===== src/rtl/multicycle_ctrl_pkg.sv =====
// -----------------------------------------------------------------------------
// multicycle_ctrl_pkg
// Shared definitions for the multicycle CPU control unit:
//   - state_t         : FSM state enumeration (also the debug 'state' output)
//   - OP_* / FUNC_JR  : instruction opcode and function-field constants
//   - ALU_* / SRCB_* / PCSRC_* : datapath select encodings
//   - ctrl_t          : bundle of the Moore datapath controls
//   - helpers         : wait-state test, opcode legality, per-state controls
// -----------------------------------------------------------------------------
package multicycle_ctrl_pkg;

    typedef enum logic [3:0] {
        ST_FETCH    = 4'd0,
        ST_DECODE   = 4'd1,
        ST_MEM_ADDR = 4'd2,
        ST_MEM_RD   = 4'd3,
        ST_MEM_WB   = 4'd4,
        ST_MEM_WR   = 4'd5,
        ST_R_EX     = 4'd6,
        ST_R_WB     = 4'd7,
        ST_I_EX     = 4'd8,
        ST_I_WB     = 4'd9,
        ST_BRANCH   = 4'd10,
        ST_JUMP     = 4'd11,
        ST_JR       = 4'd12
    } state_t;

    // Opcodes
    localparam logic [5:0] OP_R    = 6'b000000;
    localparam logic [5:0] OP_LW   = 6'b100011;
    localparam logic [5:0] OP_SW   = 6'b101011;
    localparam logic [5:0] OP_BEQ  = 6'b000100;
    localparam logic [5:0] OP_J    = 6'b000010;
    localparam logic [5:0] OP_ADDI = 6'b001000;
    localparam logic [5:0] OP_ANDI = 6'b001100;
    localparam logic [5:0] OP_ORI  = 6'b001101;
    localparam logic [5:0] OP_SLTI = 6'b001010;

    // Function field that turns an R-type opcode into a register jump
    localparam logic [5:0] FUNC_JR = 6'b001000;

    // ALU operation classes
    localparam logic [2:0] ALU_ADD  = 3'b000;
    localparam logic [2:0] ALU_SUB  = 3'b001;
    localparam logic [2:0] ALU_FUNC = 3'b010;
    localparam logic [2:0] ALU_AND  = 3'b011;
    localparam logic [2:0] ALU_OR   = 3'b100;
    localparam logic [2:0] ALU_SLT  = 3'b101;

    // ALU B operand select
    localparam logic [1:0] SRCB_B       = 2'b00;
    localparam logic [1:0] SRCB_FOUR    = 2'b01;
    localparam logic [1:0] SRCB_IMM     = 2'b10;
    localparam logic [1:0] SRCB_IMM_SHL = 2'b11;

    // PC source select
    localparam logic [1:0] PCSRC_ALU    = 2'b00;
    localparam logic [1:0] PCSRC_ALUOUT = 2'b01;
    localparam logic [1:0] PCSRC_JUMP   = 2'b10;
    localparam logic [1:0] PCSRC_REG_A  = 2'b11;

    // Moore control bundle (everything except the FETCH ir/pc write strobes
    // and the two event pulses, which depend on live inputs)
    typedef struct packed {
        logic       pc_write;
        logic       pc_write_cond;
        logic       iord;
        logic       mem_read;
        logic       mem_write;
        logic       mem_to_reg;
        logic       reg_write;
        logic       reg_dst;
        logic       alu_src_a;
        logic [1:0] alu_src_b;
        logic [1:0] pc_source;
        logic [2:0] alu_op;
    } ctrl_t;

    // States that wait on mem_ready and are guarded by the wait timer
    function automatic logic is_wait_state(input state_t s);
        return (s == ST_FETCH) || (s == ST_MEM_RD) || (s == ST_MEM_WR);
    endfunction

    function automatic logic is_legal_opcode(input logic [5:0] op);
        logic legal;
        case (op)
            OP_R, OP_LW, OP_SW, OP_BEQ, OP_J,
            OP_ADDI, OP_ANDI, OP_ORI, OP_SLTI: legal = 1'b1;
            default:                           legal = 1'b0;
        endcase
        return legal;
    endfunction

    // ALU class for the immediate-arithmetic group
    function automatic logic [2:0] imm_alu_op(input logic [5:0] op);
        logic [2:0] aop;
        case (op)
            OP_ANDI: aop = ALU_AND;
            OP_ORI:  aop = ALU_OR;
            OP_SLTI: aop = ALU_SLT;
            default: aop = ALU_ADD;
        endcase
        return aop;
    endfunction

    // Moore controls for a given state. The opcode only matters in I_EX.
    function automatic ctrl_t moore_ctrl(input state_t s, input logic [5:0] op);
        ctrl_t c;
        c = '0;
        case (s)
            ST_FETCH: begin
                c.mem_read  = 1'b1;
                c.alu_src_b = SRCB_FOUR;
            end
            ST_DECODE: begin
                c.alu_src_b = SRCB_IMM_SHL;
            end
            ST_MEM_ADDR: begin
                c.alu_src_a = 1'b1;
                c.alu_src_b = SRCB_IMM;
            end
            ST_MEM_RD: begin
                c.mem_read = 1'b1;
                c.iord     = 1'b1;
            end
            ST_MEM_WB: begin
                c.reg_write  = 1'b1;
                c.mem_to_reg = 1'b1;
            end
            ST_MEM_WR: begin
                c.mem_write = 1'b1;
                c.iord      = 1'b1;
            end
            ST_R_EX: begin
                c.alu_src_a = 1'b1;
                c.alu_src_b = SRCB_B;
                c.alu_op    = ALU_FUNC;
            end
            ST_R_WB: begin
                c.reg_write = 1'b1;
                c.reg_dst   = 1'b1;
            end
            ST_I_EX: begin
                c.alu_src_a = 1'b1;
                c.alu_src_b = SRCB_IMM;
                c.alu_op    = imm_alu_op(op);
            end
            ST_I_WB: begin
                c.reg_write = 1'b1;
            end
            ST_BRANCH: begin
                c.alu_src_a     = 1'b1;
                c.alu_src_b     = SRCB_B;
                c.alu_op        = ALU_SUB;
                c.pc_write_cond = 1'b1;
                c.pc_source     = PCSRC_ALUOUT;
            end
            ST_JUMP: begin
                c.pc_write  = 1'b1;
                c.pc_source = PCSRC_JUMP;
            end
            ST_JR: begin
                c.pc_write  = 1'b1;
                c.pc_source = PCSRC_REG_A;
            end
            default: c = '0;
        endcase
        return c;
    endfunction

    // Control image loaded by reset (the FETCH Moore values)
    localparam ctrl_t CTRL_RESET = moore_ctrl(ST_FETCH, OP_R);

endpackage


===== src/rtl/multicycle_ctrl_mem_wait_timer.sv =====
// -----------------------------------------------------------------------------
// mem_wait_timer
// Counts consecutive cycles spent waiting for memory.
//   clk      in  : system clock
//   rst_n    in  : asynchronous active-low reset (count returns to 0)
//   clear    in  : return the count to 0 on the next edge (has priority)
//   inc      in  : add one on the next edge (saturates at LIMIT)
//   expired  out : count currently equals LIMIT
// -----------------------------------------------------------------------------
module mem_wait_timer #(
    parameter int unsigned LIMIT = 255
) (
    input  logic clk,
    input  logic rst_n,
    input  logic clear,
    input  logic inc,
    output logic expired
);

    localparam int W = (LIMIT > 0) ? $clog2(LIMIT + 1) : 1;
    localparam logic [W-1:0] LIMIT_W = W'(LIMIT);

    logic [W-1:0] r_count;

    always_ff @(posedge clk or negedge rst_n) begin
        if (!rst_n) begin
            r_count <= '0;
        end else if (clear) begin
            r_count <= '0;
        end else if (inc && (r_count != LIMIT_W)) begin
            r_count <= r_count + 1'b1;
        end
    end

    assign expired = (r_count == LIMIT_W);

endmodule


===== src/rtl/multicycle_ctrl.sv =====
// -----------------------------------------------------------------------------
// multicycle_ctrl
// Control FSM for a classic multicycle MIPS-style datapath.
// Parameters:
//   MEM_TIMEOUT : max consecutive cycles spent waiting for mem_ready in a
//                 memory state before the instruction is abandoned
// Ports:
//   clk, rst_n            : clock, asynchronous active-low reset
//   opcode, func          : instruction fields (valid from DECODE onward)
//   mem_ready             : memory finishes the current access this cycle
//   pc_write .. alu_src_a : single-bit datapath controls
//   alu_src_b, pc_source  : 2-bit operand / PC selects
//   alu_op                : 3-bit ALU operation class
//   illegal_op            : pulse while DECODE sees an unsupported opcode
//   mem_timeout           : pulse on the cycle the memory wait gives up
//   state                 : current state encoding (debug)
// -----------------------------------------------------------------------------
module multicycle_ctrl
    import multicycle_ctrl_pkg::*;
#(
    parameter int unsigned MEM_TIMEOUT = 255
) (
    input  logic       clk,
    input  logic       rst_n,
    input  logic [5:0] opcode,
    input  logic [5:0] func,
    input  logic       mem_ready,
    output logic       pc_write,
    output logic       pc_write_cond,
    output logic       iord,
    output logic       mem_read,
    output logic       mem_write,
    output logic       ir_write,
    output logic       mem_to_reg,
    output logic       reg_write,
    output logic       reg_dst,
    output logic       alu_src_a,
    output logic [1:0] alu_src_b,
    output logic [1:0] pc_source,
    output logic [2:0] alu_op,
    output logic       illegal_op,
    output logic       mem_timeout,
    output logic [3:0] state
);

    state_t r_state;
    ctrl_t  r_ctrl;

    state_t w_state_next;
    logic   w_in_wait;
    logic   w_expired;
    logic   w_stay_waiting;
    logic   w_timeout;
    logic   w_illegal;
    logic   w_in_fetch;

    // -------------------------------------------------------------------------
    // Wait timer: it counts only while we sit in a wait state without
    // mem_ready and before expiry. Any other cycle clears it, which gives a
    // zero count on every entry (including re-entry of FETCH after a timeout).
    // -------------------------------------------------------------------------
    assign w_in_wait      = is_wait_state(r_state);
    assign w_stay_waiting = w_in_wait && !mem_ready && !w_expired;
    assign w_timeout      = w_in_wait && !mem_ready && w_expired;

    mem_wait_timer #(
        .LIMIT (MEM_TIMEOUT)
    ) u_mem_wait_timer (
        .clk     (clk),
        .rst_n   (rst_n),
        .clear   (!w_stay_waiting),
        .inc     (w_stay_waiting),
        .expired (w_expired)
    );

    // -------------------------------------------------------------------------
    // Next-state logic. mem_ready always wins over an expiring timer.
    // -------------------------------------------------------------------------
    always_comb begin
        w_state_next = r_state;
        w_illegal    = 1'b0;
        case (r_state)
            ST_FETCH: begin
                if (mem_ready) begin
                    w_state_next = ST_DECODE;
                end else begin
                    // Still FETCH either way; a timeout simply restarts it
                    w_state_next = ST_FETCH;
                end
            end
            ST_DECODE: begin
                case (opcode)
                    OP_R:                w_state_next = (func == FUNC_JR) ? ST_JR : ST_R_EX;
                    OP_LW, OP_SW:        w_state_next = ST_MEM_ADDR;
                    OP_BEQ:              w_state_next = ST_BRANCH;
                    OP_J:                w_state_next = ST_JUMP;
                    OP_ADDI, OP_ANDI,
                    OP_ORI, OP_SLTI:     w_state_next = ST_I_EX;
                    default: begin
                        w_state_next = ST_FETCH;
                        w_illegal    = 1'b1;
                    end
                endcase
            end
            ST_MEM_ADDR: begin
                w_state_next = (opcode == OP_LW) ? ST_MEM_RD : ST_MEM_WR;
            end
            ST_MEM_RD: begin
                if (mem_ready) begin
                    w_state_next = ST_MEM_WB;
                end else if (w_expired) begin
                    w_state_next = ST_FETCH;
                end
            end
            ST_MEM_WR: begin
                if (mem_ready || w_expired) begin
                    w_state_next = ST_FETCH;
                end
            end
            ST_R_EX:   w_state_next = ST_R_WB;
            ST_I_EX:   w_state_next = ST_I_WB;
            ST_MEM_WB,
            ST_R_WB,
            ST_I_WB,
            ST_BRANCH,
            ST_JUMP,
            ST_JR:     w_state_next = ST_FETCH;
            default:   w_state_next = ST_FETCH;
        endcase
    end

    // -------------------------------------------------------------------------
    // State and Moore controls are registered together: the controls for the
    // state being entered are computed from w_state_next, so they become
    // visible in the same cycle as the state itself. The asynchronous reset
    // kills any write strobe immediately.
    // -------------------------------------------------------------------------
    always_ff @(posedge clk or negedge rst_n) begin
        if (!rst_n) begin
            r_state <= ST_FETCH;
            r_ctrl  <= CTRL_RESET;
        end else begin
            r_state <= w_state_next;
            r_ctrl  <= moore_ctrl(w_state_next, opcode);
        end
    end

    // -------------------------------------------------------------------------
    // Outputs. FETCH is the single Mealy exception: the instruction register
    // and PC+4 update exactly when memory delivers the instruction.
    // -------------------------------------------------------------------------
    assign w_in_fetch    = (r_state == ST_FETCH);

    assign pc_write      = r_ctrl.pc_write || (w_in_fetch && mem_ready);
    assign ir_write      = w_in_fetch && mem_ready;
    assign pc_write_cond = r_ctrl.pc_write_cond;
    assign iord          = r_ctrl.iord;
    assign mem_read      = r_ctrl.mem_read;
    assign mem_write     = r_ctrl.mem_write;
    assign mem_to_reg    = r_ctrl.mem_to_reg;
    assign reg_write     = r_ctrl.reg_write;
    assign reg_dst       = r_ctrl.reg_dst;
    assign alu_src_a     = r_ctrl.alu_src_a;
    assign alu_src_b     = r_ctrl.alu_src_b;
    assign pc_source     = r_ctrl.pc_source;
    assign alu_op        = r_ctrl.alu_op;

    assign illegal_op    = (r_state == ST_DECODE) && w_illegal;
    assign mem_timeout   = w_timeout;
    assign state         = r_state;

endmodule


===== config.mk =====
export PLATFORM = sky130hd
export DESIGN_NAME = multicycle_ctrl
export DESIGN_NICKNAME = d
export VERILOG_FILES = /design/src/rtl/multicycle_ctrl_pkg.sv /design/src/rtl/multicycle_ctrl_mem_wait_timer.sv /design/src/rtl/multicycle_ctrl.sv
export SDC_FILE = /design/constraint.sdc
export NUM_CORES = 1
export LEC_CHECK = 0
export CAP_MARGIN = 20
export CELL_PAD_IN_SITES_DETAIL_PLACEMENT = 2
export CELL_PAD_IN_SITES_GLOBAL_PLACEMENT = 2
export CORE_ASPECT_RATIO = 2
export CORE_MARGIN = 1.5
export CORE_UTILIZATION = 29
export CTS_CLUSTER_DIAMETER = 50
export CTS_CLUSTER_SIZE = 24
export DETAILED_ROUTE_END_ITERATION = 8
export PLACE_DENSITY_LB_ADDON = 0.12
export SETUP_SLACK_MARGIN = 0.5
export SYNTH_ARGS = -nofsm -noshare
export SYNTH_HDL_FRONTEND = slang
export SYNTH_SLANG_ARGS = --single-unit

===== constraint.sdc =====
create_clock -name clk -period 2.36 [get_ports clk]
set_input_delay 0.236 -clock clk [delete_from_list [all_inputs] [get_ports clk]]
set_output_delay 0.236 -clock clk [all_outputs]
set_load 0.005 [all_outputs]

==> qor.txt, run 1 <==
Initial Utilization: 30.1%
sw frac: 35.2%
Syn Nets: 169
Gate Count Post-Synth: 153
detailed-route DRC error count: 0
core area: 0.00482 sq mm
Worst Path Arrival: 2.28 ns
Nets: 267
Final setup viols: 0
Initial DRT Pass Iterations: 4
final WL: 7680 microns
Top reg by flops: u_mem_wait_timer.r_count
kind of critical path: reg2reg
grt ovf: 0
Flop pwr share: 38.1%
Worst setup startpoint: u_mem_wait_timer.r_count[0]$_DFFE_PN0P_
RSZ-0062 raised after global routing: true
reg2reg path depth: 7
detailed placer's ending HPWL: 3690 microns
routability cong.: 0.796
first-pass GRT wire length: 9090 microns
Clock Sinks: 27
vias in the first global route: 1,719
cts hold-fix bufs: 0
Worst Hold Class: in2async
clock group share of total power: 22.4%
Most used DFF post-synth: dfrtp_1
Port Buffer Count: 37
Die ar.: 0.00545 sq mm
Final Hold Viols: 0
num rows: 36
synthesized flop and latch total: 27
total of max-cap violations: 0
Vias/cell: 5.25
cts bufs inserted: 3
ant diodes: 0
CP max FO: 6
worst r2r src: u_mem_wait_timer.r_count[0]$_DFFE_PN0P_
max reg flops: 8
die width: 53.0 microns
largest net degree at the start of global routing: 28
initial drt markers: 25
yosys warns: 0
worst slew pin tran: 0.589 ns
Clock Path Buffers: 2
internal power: 0.887 mW
element type at the critical path end: register
status: complete, no violations
Synth top area share: 43.2%
leakage: 1.19 nW
CP required: 2.59 ns
CTS root buffer: clkbuf_8
initial antenna violation count: 0
most frequent cells in the layout: buf_4 (52), clkdlybuf4s50_1 (23), dfrtp_1 (22)
Total GRT Usage: 23.5%
cell taking the most area after synthesis: dfrtp_1
TNS Setup: 0 ns
Sw Pwr: 0.482 mW
post-layout util: 55.8%
Async SR Flop Fraction: 100%
clk slew on worst S/H paths: 0.11 ns
syn avg cell area: 9.47 sq um
Seq/Total Area, Yosys: 46.8%
Netlist cell types: 43
Routed wire per std cell: 25.0 microns
insertion delay of the later-clocked pin in the worst-skew pair: 0.30 ns
Area growth syn-to-layout: 85.5%
routed vias: 1,611
Slew HR: 60.4%
Worst VDD drop: 0.449 mV
mapped cell area: 0.00145 sq mm
antenna-violating nets left: 0
Combinational Power Share: 39.5%
CTS tree: yes
commonest non-fill, non-tap cell in the layout: buf_4
die height: 103 microns
top cells by area in the synthesized netlist: dfrtp_1 (43%), nor2_1 (4.9%), xnor2_1 (4.2%), dfstp_2 (3.6%), nor3_1 (3.1%)
clk_skew: 0.00301 ns
power density over the cells: 509 mW/mm^2
Tmin final: 2.05 ns
max frequency: 487 MHz
crit path launch type: register
fin crit share: 87.0%
share of cells above drive strength 1: 50.8%
Top-Level Pins: 38
Max Transition Viols Final: 0
Post-synth EDFFs: 0
H-tree depth: 1
worst paths after layout:
| path | endpoint | slack (ns) |
|---|---|---|
| max in group asynchronous | mem_read$_DFF_PN1_ | 1.73 |
| hold reg to reg | u_mem_wait_timer.r_count[6]$_DFFE_PN0P_ | 0.62 |
| setup / recovery | mem_read$_DFF_PN1_ | 0.31 |
| setup reg to reg | mem_read$_DFF_PN1_ | 0.31 |
| hold / removal | pc_write_cond$_DFF_PN0_ | 0.32 |
| min in group clk | alu_op[1]$_DFF_PN0_ | 0.58 |
cells by family (layout without fill, tap and decap cells):
logic type | after synthesis | count (layout) | share of synthesized area [%]
AOI/OAI and AO/OA | 26 | 27 | 14.2
xor gates and xnor gates | 11 | 11 | 6.65
buffers and inverters | 19 | 115 | 5.61
DFF | 27 | 27 | 46.8
adders and majority gates | 1 | 1 | 0.863
and+or+nand+nor | 69 | 69 | 25.8
cells in the mapped netlist (all sizes together) (2+ instances only):
cell type and number:
dfrtp 25, nor2 19, nor3 10, nand2 9
buf 8, inv 8, nand3 8, xnor2 7
nor2b 6, a21oi 5, o21ai 5, xor2 4
clkbuf 3, nand4 3, nor4 3, a211oi 2
a22oi 2, a31oi 2, and3 2, dfstp 2
nand2b 2, nor3b 2
cell type report:
class | instances | area (sq um)
clock buffers | 3 | 41.3
clock inverters | 1 | 8.76
fillers | 473 | 2130
inverters | 8 | 35.0
multi-input cells | 108 | 966
flip-flops and latches | 27 | 682
well taps | 57 | 71.3
repair buffers | 103 | 883
metal layers:
layer,vias to the layer above,GRT usage [%],part of all wire (%)
met1,811,23.9,34
met4,0,10.1,3.2
met3,19,1.30,2.9
li1,731,-,-
met5,-,0,0
met2,50,46.4,60
stage by stage:
stage	hold WS (ns)	setup slack (ns)	total power, mW	cell area, sq um	std cells
2_1_floorplan	-0.0596	0.472	0.670	1460	153
3_3_place_gp	0.480	-0.0158	0.831	2010	258
4_1_cts	0.334	0.427	1.22	2380	291
6_report	0.316	0.307	1.37	2690	307
3_5_place_dp	0.489	-0.0834	0.845	2010	258
5_1_grt	0.345	0.239	1.42	2690	307
worst max-delay path, stage by stage, from the launching register on:
cell,delay (ns)
dfrtp_1,0.39
ha_2,0.22
nand2_2,0.06
or3_4,0.36
a32o_2,0.30
a31o_4,0.29
xnor2_2,0.16
nor3_2,0.18
power groups by stage:
stage	logic (mW)	registers [mW]	clock network, mW
after floorplan	0.147	0.523	0
after global placement	0.297	0.534	0
after detailed placement	0.310	0.535	0
after CTS	0.419	0.514	0.289
after global routing	0.571	0.524	0.329
final	0.541	0.521	0.307
timing repair:
action | in CTS | in global routing
buffers inserted | 28 | 16
cloned | 1 | 0
endpoints found under the setup margin | 19 | 16
resized for setup | 53 | 45
pin swaps | 20 | 24
No activity file was read; power rests on OpenSTA's default activity.
==> inputs of run 2 (changes only) <==
--- a/config.mk
+++ b/config.mk
@@ -14,7 +14,7 @@
 export CTS_CLUSTER_DIAMETER = 50
 export CTS_CLUSTER_SIZE = 24
 export DETAILED_ROUTE_END_ITERATION = 8
-export PLACE_DENSITY_LB_ADDON = 0.12
+export PLACE_DENSITY = 0.76
 export SETUP_SLACK_MARGIN = 0.5
 export SYNTH_ARGS = -nofsm -noshare
 export SYNTH_HDL_FRONTEND = slang
==> qor.txt, run 2 (same netlist as run 1, synthesis figures left out) <==
status: complete, no violations
insertion delay of the later-clocked pin in the worst-skew pair: 0.28 ns
Initial Utilization: 30.1%
Clock Sinks: 27
H-tree depth: 1
Slew HR: 56.0%
Tmin final: 2.00 ns
TNS Setup: 0 ns
Buf/Inv on CP: 0
CP required: 2.53 ns
routability cong.: 0.855
worst slack, placed: -0.230 ns
leakage: 1.13 nW
sw frac: 34.0%
CTS root buffer: clkbuf_8
vias in the first global route: 1,820
clk slew on worst S/H paths: 0.10 ns
CTS tree: yes
internal power: 0.885 mW
final WL: 6970 microns
die width: 53.0 microns
Total GRT Usage: 26.6%
core area: 0.00482 sq mm
total of max-cap violations: 0
Final setup viols: 0
Finished Layout Cells: 297
placed cells: 258
crit path launch type: register
clk_skew: 0.00244 ns
initial drt markers: 23
Final Hold Viols: 0
initial antenna violation count: 0
Sequential Area: 683 sq um
worst r2r src: u_mem_wait_timer.r_count[0]$_DFFE_PN0P_
grt ovf: 0
family with the most delay on the worst path: compound AO/OA/AOI/OAI gates
Worst VDD drop: 0.476 mV
element type at the critical path end: register
antenna-violating nets left: 0
max reg flops: 8
CP max FO: 6
die height: 103 microns
FILL cells: 471
detailed placer's ending HPWL: 3800 microns
Clock Path Buffers: 2
clock group share of total power: 21.4%
commonest non-fill, non-tap cell in the layout: buf_4
routed vias: 1,591
share of cells above drive strength 1: 47.9%
slowest stage delay, CP: 0.44 ns
Hold WS: 0.328 ns
Max Transition Viols Final: 0
Vias/cell: 5.36
num rows: 36
Port Buffer Count: 37
Combinational Power Share: 38.8%
Initial DRT Pass Iterations: 4
CP max stage cell: dfrtp_1
Top-Level Pins: 38
max frequency: 500 MHz
Worst Path Arrival: 2.17 ns
Die ar.: 0.00545 sq mm
largest net degree at the start of global routing: 28
post-layout util: 53.5%
Nets: 257
power density over the cells: 520 mW/mm^2
kind of critical path: reg2reg
most frequent cells in the layout: buf_4 (45), clkdlybuf4s50_1 (22), dfrtp_1 (21)
fin crit share: 84.7%
fin worst setup slack: 0.362 ns
first-pass GRT wire length: 9930 microns
worst slew pin tran: 0.651 ns
Routed wire per std cell: 23.5 microns
Top reg by flops: u_mem_wait_timer.r_count
Sw Pwr: 0.456 mW
CP Cell Sequence: ha_4 > nand2_2 > or3_4 > a32o_2 > a31o_4 > nor2_1 > o22ai_2
area occupied by multi-input gates: 927 sq um
detailed-route DRC error count: 0
Flop pwr share: 39.9%
Worst setup startpoint: u_mem_wait_timer.r_count[0]$_DFFE_PN0P_
Worst Hold Class: in2async
RSZ-0062 raised after global routing: true
ant diodes: 0
Area growth syn-to-layout: 77.8%
cts bufs inserted: 3
run 2: changes by cell type in the layout (fill, tap and decap cells not counted), sizes merged:
cell	delta
dlygate4sd2	+2
clkinvlp	+2
clkdlybuf4s50	-1
dlymetal6s2s	+1
buf	-12
inv	-2
run 2: layer usage:
layer / GRT usage (%) / wire (microns)
met5: 0 / 0
met4: 19.5 / 267
met3: 2.75 / 149
met2: 52.0 / 4320
met1: 23.1 / 2230
run 2: stage by stage:
step,power (mW),cell area [sq um]
after detailed placement,0.859,2010
after global routing,1.40,2580
after floorplan,0.670,1460
after CTS,1.24,2400
after global placement,0.840,2010
final,1.34,2580
run 2: timing repair:
action	CTS	global route
resized for setup	55	34
setup endpoints to repair	20	18
hold buffers	0	0
setup buffers	26	8
gates cloned	1	0
pin swaps	19	12
run 2: path summary, 6_finish.rpt:
| path | to | slack, ns | cells after the start |
|---|---|---|---|
| hold / removal | u_mem_wait_timer.r_count[6]$_DFFE_PN0P_ | 0.33 | 2 |
| min in group clk | u_mem_wait_timer.r_count[4]$_DFFE_PN0P_ | 0.57 | 2 |
| max in group asynchronous | mem_read$_DFF_PN1_ | 1.71 | 2 |
| setup / recovery | alu_src_a$_DFF_PN0_ | 0.36 | 7 |
| hold reg to reg | u_mem_wait_timer.r_count[4]$_DFFE_PN0P_ | 0.57 | 2 |
| setup reg to reg | alu_src_a$_DFF_PN0_ | 0.36 | 7 |
run 2: power groups by stage:
stage | Sequential [mW] | Clock [mW] | Combinational [mW]
2_1_floorplan | 0.523 | 0 | 0.147
3_3_place_gp | 0.532 | 0 | 0.308
3_5_place_dp | 0.537 | 0 | 0.322
4_1_cts | 0.532 | 0.281 | 0.423
5_1_grt | 0.537 | 0.310 | 0.550
6_report | 0.534 | 0.287 | 0.520
run 2: area by class of cell:
| class | instances | share of cell area, % |
|---|---|---|
| repair buffers | 93 | 31.3 |
| clock buffers | 3 | 1.60 |
| clock inverters | 1 | 0.291 |
| flip-flops and latches | 27 | 26.5 |
| inverters | 8 | 1.51 |
| well taps | 57 | 2.77 |
| multi-input cells | 108 | 36.0 |
==> inputs of run 3 (changes only) <==
==> constraint.sdc (replaced) <==
create_clock -name clk -period 1.9 [get_ports clk]
set_input_delay 0.19 -clock clk [delete_from_list [all_inputs] [get_ports clk]]
set_output_delay 0.19 -clock clk [all_outputs]
set_load 0.005 [all_outputs]
==> qor.txt, run 3 (same netlist as run 1, synthesis figures left out) <==
violated checks: negative setup slack
max reg flops: 8
Slew HR: 70.0%
CP max stage cell: dfrtp_1
Routed wire per std cell: 31.5 microns
cts bufs inserted: 3
Max Transition Viols Final: 0
clk_skew: 0.00450 ns
routed vias: 1,859
commonest non-fill, non-tap cell in the layout: buf_4
max frequency: 451 MHz
Clock Sinks: 27
vias in the first global route: 2,087
H-tree depth: 1
CP max FO: 6
die height: 103 microns
Power Total: 1.81 mW
Initial DRT Pass Iterations: 4
Top reg by flops: u_mem_wait_timer.r_count
Placement Cell Area: 0.00219 sq mm
FILL cells: 447
CTS tree: yes
largest net degree at the start of global routing: 28
Final Hold Viols: 0
Die ar.: 0.00545 sq mm
grt ovf: 0
RSZ-0062 raised after global routing: true
clock group share of total power: 21.1%
post-layout util: 60.4%
first-pass GRT wire length: 12,200 microns
slowest stage delay, CP: 0.43 ns
CP required: 2.08 ns
Vias/cell: 5.67
Sw Pwr: 0.669 mW
crit path launch type: register
leakage: 1.29 nW
Final Instance Area: 0.00291 sq mm
detailed-route DRC error count: 0
internal power: 1.15 mW
sw frac: 36.9%
Worst Hold Class: in2async
Final setup viols: 18
initial antenna violation count: 0
fin crit share: 117%
Top-Level Pins: 38
Nets: 288
kind of critical path: reg2reg
area occupied by multi-input gates: 958 sq um
CP Cell Sequence: ha_4 > nand2_2 > or3_4 > a32o_1 > a31o_1 > buf_12 > buf_8 > a31oi_1 > nor2_1
Sequential Area: 682 sq um
fin worst setup slack: -0.316 ns
Total GRT Usage: 32.8%
final WL: 10,300 microns
cts hold-fix bufs: 0
Clock Path Buffers: 2
Initial Utilization: 30.1%
initial drt markers: 20
Port Buffer Count: 37
ant diodes: 0
insertion delay of the later-clocked pin in the worst-skew pair: 0.29 ns
Area growth syn-to-layout: 101%
Tmin final: 2.22 ns
detailed placer's ending HPWL: 4540 microns
worst slew pin tran: 0.446 ns
share of cells above drive strength 1: 59.8%
Worst VDD drop: 0.634 mV
Worst Path Arrival: 2.40 ns
num rows: 36
die width: 53.0 microns
Combinational Power Share: 42.8%
routability cong.: 0.817
clk slew on worst S/H paths: 0.12 ns
antenna-violating nets left: 0
Buf/Inv on CP: 2
total of max-cap violations: 0
worst slack, placed: -0.483 ns
most frequent cells in the layout: buf_4 (65), buf_6 (23), dfrtp_1 (22)
element type at the critical path end: register
CTS root buffer: clkbuf_8
status: finished, violations left
core area: 0.00482 sq mm
power density over the cells: 623 mW/mm^2
family with the most delay on the worst path: compound AO/OA/AOI/OAI gates
Flop pwr share: 36.1%
==> run 3: metal layers <==
metal	track usage (%)	share of wire [%]
met4	23.3	8.0
met1	29.9	33
met5	0	0
met2	63.0	55
met3	3.33	3.5
==> run 3: path summary, 6_finish.rpt <==
path,to,start,cells after the start,slack (ns)
max,alu_op[0]$_DFF_PN0_,u_mem_wait_timer.r_count[0]$_DFFE_PN0P_,9,-0.32
min,reg_dst$_DFF_PN0_,rst_n,2,0.29
max reg2reg,alu_op[0]$_DFF_PN0_,u_mem_wait_timer.r_count[0]$_DFFE_PN0P_,9,-0.32
min reg2reg,u_mem_wait_timer.r_count[7]$_DFFE_PN0P_,u_mem_wait_timer.r_count[7]$_DFFE_PN0P_,2,0.65
max in group asynchronous,mem_read$_DFF_PN1_,rst_n,2,1.29
min in group clk,alu_op[2]$_DFF_PN0_,opcode[3],4,0.54
==> run 3: metrics by stage <==
| step | hold WS (ns) | TNS, ns | std cells |
|---|---|---|---|
| floorplan | -0.106 | 0 | 153 |
| finish | 0.289 | -2.98 | 328 |
| global placement | 0.522 | -4.62 | 279 |
| detailed placement | 0.563 | -6.34 | 279 |
| global route | 0.318 | -3.72 | 328 |
| CTS | 0.298 | -0.633 | 323 |
==> run 3: power groups by stage <==
stage	combinational, mW	sequential, mW	clock [mW]
2_1_floorplan	0.186	0.649	0
3_3_place_gp	0.423	0.651	0
3_5_place_dp	0.453	0.655	0
4_1_cts	0.636	0.644	0.343
5_1_grt	0.805	0.657	0.395
6_report	0.777	0.656	0.383
==> run 3: final cells by class <==
cell class	count	share of cell area (%)
multi-input cells	107	32.9
clock buffers	3	1.42
inverters	8	1.46
well taps	57	2.45
clock inverters	1	0.258
flip-flops and latches	27	23.4
repair buffers	125	38.1
==> run 3: repair_timing <==
| action | CTS | global route |
|---|---|---|
| pin swaps | 22 | 8 |
| resized for setup | 95 | 39 |
| endpoints found under the setup margin | 34 | 34 |
| setup buffers | 40 | 5 |
==> run 3: worst register-to-register path: cells and delay by family, from the launching register on <==
kind / cells / cell delay (ns)
flip-flops: 1 / 0.43
buffers and inverters: 2 / 0.29
adder cells (fa/ha/maj): 1 / 0.16
AO/OA/AOI/OAI: 3 / 0.70
AND/OR/NAND/NOR: 3 / 0.54
